$ cat src/rtl/mem_wb_stage.sv
// mem_wb_stage: MEM/WB pipeline register with write-back select and gated register-file write port.
// Define MEM_WB_RETIRE_CNT_EN to add the retireCount retired-instruction counter.
module mem_wb_stage #(
  parameter int DATA_W     = 32,
  parameter int REG_ADDR_W = 5
) (
  input  logic                  clock,
  input  logic                  reset,
  input  logic                  stall,
  input  logic                  flush,
  input  logic                  inValid,
  input  logic [DATA_W-1:0]     ALUout,
  input  logic [DATA_W-1:0]     readMemoryData,
  input  logic [DATA_W-1:0]     pcPlus4,
  input  logic [REG_ADDR_W-1:0] rd,
  input  logic                  SIG_RegWrite,
  input  logic [1:0]            SIG_WBSel,
  output logic                  wbValid,
  output logic [DATA_W-1:0]     wbData,
  output logic [REG_ADDR_W-1:0] wbRd,
  output logic                  wbRegWrite
`ifdef MEM_WB_RETIRE_CNT_EN
  ,
  output logic [31:0]           retireCount
`endif
);
  logic                  valid_q, valid_d;
  logic [DATA_W-1:0]     data_q, data_d, wb_mux;
  logic [REG_ADDR_W-1:0] rd_q, rd_d;
  logic                  we_q, we_d;
  always_comb begin
    wb_mux  = SIG_WBSel == 2'd0 ? ALUout :
              SIG_WBSel == 2'd1 ? readMemoryData :
              SIG_WBSel == 2'd2 ? pcPlus4 : '0;
    valid_d = flush ? 1'b0 : stall ? valid_q : inValid;
    data_d  = flush ? '0 : stall ? data_q : wb_mux;
    rd_d    = flush ? '0 : stall ? rd_q : rd;
    // bubbles and x0 destinations never write the register file
    we_d    = flush ? 1'b0 : stall ? we_q : inValid & SIG_RegWrite & (rd != '0);
  end
  always_ff @(posedge clock) begin
    if (reset) begin
      valid_q <= 1'b0;
      data_q  <= '0;
      rd_q    <= '0;
      we_q    <= 1'b0;
    end else begin
      valid_q <= valid_d;
      data_q  <= data_d;
      rd_q    <= rd_d;
      we_q    <= we_d;
    end
  end
  assign wbValid    = valid_q;
  assign wbData     = data_q;
  assign wbRd       = rd_q;
  assign wbRegWrite = we_q;
`ifdef MEM_WB_RETIRE_CNT_EN
  logic [31:0] retire_q, retire_d;
  always_comb retire_d = (!flush && !stall && inValid) ? retire_q + 32'd1 : retire_q;
  always_ff @(posedge clock) begin
    if (reset) retire_q <= '0;
    else       retire_q <= retire_d;
  end
  assign retireCount = retire_q;
`endif
endmodule

$ cat config.mk
export PLATFORM = sky130hd
export DESIGN_NAME = mem_wb_stage
export DESIGN_NICKNAME = d
export VERILOG_FILES = /design/src/rtl/mem_wb_stage.sv
export SDC_FILE = /design/constraint.sdc
export NUM_CORES = 1
export LEC_CHECK = 0
export CORE_MARGIN = 8
export CORE_UTILIZATION = 37
export CTS_CLUSTER_DIAMETER = 200
export DETAILED_ROUTE_END_ITERATION = 10
export PLACE_DENSITY = 0.85
export SYNTH_ARGS = -nofsm -noshare
export SYNTH_HDL_FRONTEND = slang
export SYNTH_SLANG_ARGS = --single-unit
$ cat constraint.sdc
create_clock -name clock -period 1.4 [get_ports clock]
set_input_delay 0.28 -clock clock [delete_from_list [all_inputs] [get_ports clock]]
set_output_delay 0.28 -clock clock [all_outputs]
set_load 0.01 [all_outputs]
==> metrics.txt, run 1 <==
Hold Vio Cnt, Final=0; wire length of the first global-routing pass=11.62 mm; post-synthesis instance area=around 2300 sq um; clock root buffer=clkbuf_8; via count=2276; fraction of final layout cells sized beyond drive strength 1=0.1361; final net count=490; Relative slew margins=0.8128; share of the core filled with cells in the final layout=0.6293; TritonCTS clock tree=done; starting utilization of the core area=0.3749; average wire per cell in the routed design=16.06 microns; clock latency on the worst-skew pair=0.29 ns; cell types with the largest area share after synthesis=dfxtp_1 (33%), a221oi_2 (19%), mux2i_1 (16%); Area growth syn-to-layout=67.86%; CTS sink count=39; worst endpoint required time=1.60 ns; core outline area=6241 sq um; power per standard cell area=711.2 nW/um^2; cell count after placement=451; sum of routed wire length over all layers=7.372 mm; largest net degree at the start of global routing=39; Pre-Repair DR Iteration Count=4; number of fill cells in the layout=570; I/O pin total=between 100 and 150; number of global-route vias before repair=2334; setup clock skew after layout=0 ns; Site Rows=29; cell-internal power=2.076 mW; CP Launch Type=input port; transition time at the pin with the least slew margin=0.2808 ns; number of levels in the clock H-tree=2; switching power=717.5 uW; result of the run=completed; initial antenna violation count=0; r2r setup slk=roughly 0.66 ns; Routed Antenna Nets=0; time the worst path needs with I/O delays and setup=1.311 ns; Mapped Avg Cell Area=9.708 sq um; Tot GR Track Use=0.1598; cells traversed along the worst timing path=clkdlybuf4s50_1, nor2b_2, buf_12, a21oi_1, a221oi_2; CTS Buf Count=5; Overall Power=2.793 mW; grt total ovfl=0; achievable frequency=763.0 MHz; maximum fanout count along the critical path=32; cell type contributing the most total cell area after synthesis=dfxtp_1; path class of the lowest-slack min-delay path=reg -> reg; Post-Layout Inst Area=3928 sq um; Net Count, Synth=350; top cell type's share of synthesized area=0.3337; Post-CTS Setup Bufs=0; filler-free cell count of the finished design=~460; IO Port Bufs=147; clock-pin slew of the registers on the worst-case setup and hold paths=0.07 ns; setup repair after global routing missed its margin=no; WHS=approximately 0.47 ns; Setup Crit Path Kind=in -> reg; post-route fraction of the period consumed by the critical path=0.9362; total of max-cap violations=0; maximum buffer depth of the clock tree=2; CTS hold repair buffers=0; fraction of power spent switching nets=0.2569; via-per-instance ratio=roughly 5.0; delay contributed by the slowest stage of the critical path=around 0.47 ns; placer congestion estimate=0.7518; total of warnings raised by yosys=0; share of total power in sequential cells=0.420; post-route DRC violation count=0; leakage=1.630 nW; VDD IR-drop max=387.6 uV; logic gate share of total power=0.278; number of pins with negative max-slew slack in the final report=0; part of the power in the clock network=0.302; CP arrival=1.51 ns; Syn Inst Count=241; Die Area=between 9000 and 10000 sq um; width of the chip=95.52 microns; count of endpoints failing setup in the final report=0; height of the chip=95.52 microns; drt first-iter violations=82; standard cell with the maximum stage delay on the critical path=clkdlybuf4s50_1; post-synthesis sequential element count=39; HPWL Detailed=5.856 mm; Yosys cell types=20; antenna cells=0; sort of element at the end of the critical path=register; Post-DP Area=between 3000 and 4000 sq um; Seq/Total Area, Yosys=0.3337
cell families after synthesis:
group,synth area share
AO/OA/AOI/OAI,0.2743
AND/OR/NAND/NOR,0.1064
buffers and inverters,0.1230
multiplexers,0.1626
flip-flops,0.3337
area by class of cell:
class                      instances  area [sq um]  area share
timing repair buffer             156          1555      0.3960
multi-input combinational        146          1271      0.3237
sequential                        39         780.7      0.1988
inverter                          33         123.9     0.03154
clock buffer                       8         100.1     0.02549
tap                               77         96.34     0.02453
path summary, 6_finish.rpt:
kind	cells after the start	startpoint	end
worst max-delay path	5	SIG_WBSel[1]	wbData[20]
worst min-delay path	2	wbData[12]	wbData[12]
worst max register to register	2	wbData[22]	wbData[22]
worst min register to register	2	wbData[12]	wbData[12]
repair_timing:
| item | 4_1_cts | 5_1_grt |
|---|---|---|
| resized for setup | 39 | 0 |
| endpoints found under the setup margin | 39 | 0 |
| hold endpoints to repair | 0 | 0 |
through the flow:
step                      setup slack, ns  setup TNS [ns]
after floorplan                    0.2316               0
after global placement            -0.2038          -4.804
after detailed placement          -0.2037          -5.683
after CTS                         0.09746               0
after global routing              0.01926               0
final                             0.08931               0
flip-flops by register name, summed over array words and instances, names as in the netlist:
register	cells
wbData	32
wbRd	5
wbRegWrite	1
wbValid	1
cells in the final DEF (no fill, tap or decap), drive strengths merged:
| master | n |
|---|---|
| nor2 | 6 |
| dlygate4sd2 | 39 |
| nand2 | 1 |
| o2111ai | 1 |
| dfxtp | 39 |
| or4 | 1 |
| buf | 11 |
| inv | 33 |
| mux2i | 38 |
| a21oi | 33 |
| clkbuf | 8 |
| clkdlybuf4s50 | 106 |
| nor2b | 1 |
| or2 | 33 |
| a221oi | 32 |
layer usage:
metal	track usage	up-vias	wire, microns
li1	-	1126	-
met1	0.1768	1051	2875
met2	0.2760	91	3687
met3	0.06693	8	730
met4	0.03969	0	78
met5	0	-	0
cell usage after synthesis:
| library cell | count |
|---|---|
| o2111ai_1 | 1 |
| a221oi_1 | 2 |
| buf_4 | 4 |
| a221oi_2 | 30 |
| dfxtp_1 | 39 |
| buf_12 | 3 |
| or2_1 | 1 |
| or4_1 | 1 |
| or2_2 | 2 |
| a21oi_1 | 33 |
| or2_0 | 30 |
| buf_2 | 5 |
| mux2i_1 | 38 |
| nand2_1 | 1 |
| buf_6 | 1 |
| clkbuf_1 | 7 |
| nor2_1 | 6 |
| buf_1 | 3 |
| inv_1 | 33 |
| nor2b_2 | 1 |
power by group through the flow:
stage / clock network (mW) / logic, mW / registers (mW)
global placement: 0 / 0.801 / 1.20
global route: 0.908 / 0.841 / 1.18
floorplan: 0 / 0.336 / 1.22
detailed placement: 0 / 0.815 / 1.20
CTS: 0.864 / 0.787 / 1.17
finish: 0.843 / 0.777 / 1.17
worst max-delay path, delay by kind of cell:
kind / cells / cell delay (ns)
AOI/OAI and AO/OA: 2 / 0.36
and+or+nand+nor: 1 / 0.18
buffers and inverters: 2 / 0.67
(Power assumes the default switching activity.)
==> run 2: changes to the inputs <==
SKIP_LAST_GASP = 1   (was default)
==> results of run 2 <==
Same layout as run 1: the final DEF is identical, and so are final timing and power.
==> run 3: changes to the inputs <==
PLACE_DENSITY = default   (was 0.85)
PLACE_DENSITY_LB_ADDON = 0.08   (was default)
==> metrics.txt, run 3 (synthesis gave the netlist of run 1 again) <==
result of the run=completed; final setup slack of the worst path=0.07097 ns (-0.01835 ns); Post-CTS Setup Bufs=0 (unchanged); CP arrival=1.51 ns (about the same); CTS Buf Count=5 (unchanged); number of fill cells in the layout=583 (+2.3%); sort of element at the end of the critical path=register; grt total ovfl=0 (unchanged); via count=2265 (-0.48%); sum of routed wire length over all layers=7.208 mm (-2.2%); setup clock skew after layout=0 ns (unchanged); fraction of final layout cells sized beyond drive strength 1=0.1481 (+0.01193); power per standard cell area=740.0 nW/um^2 (+4.0%); placer congestion estimate=0.7538 (+0.27%); largest net degree at the start of global routing=39 (unchanged); CP Launch Type=input port; transition time at the pin with the least slew margin=0.2588 ns (-0.02200 ns); commonest non-fill, non-tap cell in the layout=clkdlybuf4s50_1; Post-Layout Inst Area=3961 sq um (+0.86%); path class of the lowest-slack min-delay path=reg -> reg; sum of negative setup slack=0 ns (unchanged); IO Port Bufs=147 (unchanged); average wire per cell in the routed design=15.60 microns (-2.9%); TritonCTS clock tree=done; core outline area=6241 sq um (unchanged); number of levels in the clock H-tree=2 (unchanged); Hold Vio Cnt, Final=0 (unchanged); share of the core filled with cells in the final layout=0.6347 (+0.005413); Routed Antenna Nets=0 (unchanged); time the worst path needs with I/O delays and setup=1.329 ns (+0.01835 ns); Post-DP Area=3886 sq um (+0.26%); leakage=1.651 nW (+1.2%); Tot GR Track Use=0.1547 (-0.005075); HPWL Detailed=5.683 mm (-3.0%); final net count=493 (+0.61%); Relative slew margins=0.8274 (+0.01467); filler-free cell count of the finished design=462 (+0.65%); starting utilization of the core area=0.3749 (unchanged); Die Area=9124 sq um (unchanged); Site Rows=29 (unchanged); clock-pin slew of the registers on the worst-case setup and hold paths=0.08 ns (about the same); CTS sink count=39 (unchanged); post-route DRC violation count=0 (unchanged); Pre-Repair DR Iteration Count=4 (unchanged); Setup Crit Path Kind=in -> reg; count of endpoints failing setup in the final report=0 (unchanged); drt first-iter violations=48 (-41%); commonest cells after routing, fill and taps aside=clkdlybuf4s50_1 (106), dlygate4sd2_1 (39), dfxtp_1 (39); total of max-cap violations=0 (unchanged); clock latency on the worst-skew pair=0.29 ns (about the same); initial antenna violation count=0 (unchanged); maximum buffer depth of the clock tree=2 (unchanged); number of global-route vias before repair=2290 (-1.9%); clock root buffer=clkbuf_8; width of the chip=95.52 microns (unchanged); worst slack at placement=-0.2526 ns (-0.04893 ns); antenna cells=0 (unchanged); via-per-instance ratio=4.903 (-1.1%); Largest register FFs=32 (unchanged); Area growth syn-to-layout=69.30%; cell count after placement=454 (+0.67%); VDD IR-drop max=464.9 uV (+20%); setup repair after global routing missed its margin=no; number of pins with negative max-slew slack in the final report=0 (unchanged); I/O pin total=148 (unchanged); wire length of the first global-routing pass=11.29 mm (-2.8%); worst endpoint required time=1.58 ns (-0.02 ns); post-route fraction of the period consumed by the critical path=0.9493 (+0.01310); maximum fanout count along the critical path=2 (-94%); height of the chip=95.52 microns (unchanged); achievable frequency=752.4 MHz (-1.4%)
[run 3: stage by stage]
step	power [mW]	hold WS [ns]
2_1_floorplan	1.559	0.4239
3_3_place_gp	2.011	0.4558
3_5_place_dp	2.019	0.4606
4_1_cts	2.968	0.4698
5_1_grt	3.079	0.4826
6_report	2.931	0.4684
[run 3: path summary, 6_finish.rpt]
| path | to | depth (start not counted) | slack, ns | start |
|---|---|---|---|---|
| hold / removal | wbData[4] | 2 | 0.47 | wbData[4] |
| setup / recovery | wbRegWrite | 4 | 0.07 | rd[0] |
| setup reg to reg | wbData[3] | 2 | 0.66 | wbData[3] |
| hold reg to reg | wbData[4] | 2 | 0.47 | wbData[4] |
[run 3: layout make-up]
type                       count  area [sq um]  area share
multi-input combinational    146          1277      0.3225
clock inverter                 2         35.03    0.008844
clock buffer                   6         82.58     0.02085
timing repair buffer         159          1565      0.3951
sequential                    39         780.7      0.1971
tap                           77         96.34     0.02432
inverter                      33         123.9     0.03127
[run 3: timing repair]
item / 4_1_cts / 5_1_grt
hold endpoints to repair: 0 / 0
pin swaps: 0 / 0
resized for setup: 39 / 1
hold buffers: 0 / 0
setup endpoints to repair: 39 / 1
[run 3: worst max-delay path, cell delays in order]
cell             delay (ns)
clkdlybuf4s50_1        0.42
or4_1                  0.54
o2111ai_2              0.18
a21oi_1                0.09
[run 3: routing by layer]
metal,global-route usage,wire (microns),vias up
met1,0.1777,2829,1048
met4,0.03073,37,0
met2,0.2611,3614,82
met5,0,0,-
met3,0.06693,727,4
li1,-,-,1131
[run 3: power breakdown]
group / leakage (nW) / internal [mW] / switching [mW]
combinational: 1.27 / 0.474 / 0.305
sequential: 0.319 / 1.15 / 0.0199
clock: 0.0612 / 0.577 / 0.402
total: 1.65 / 2.20 / 0.727
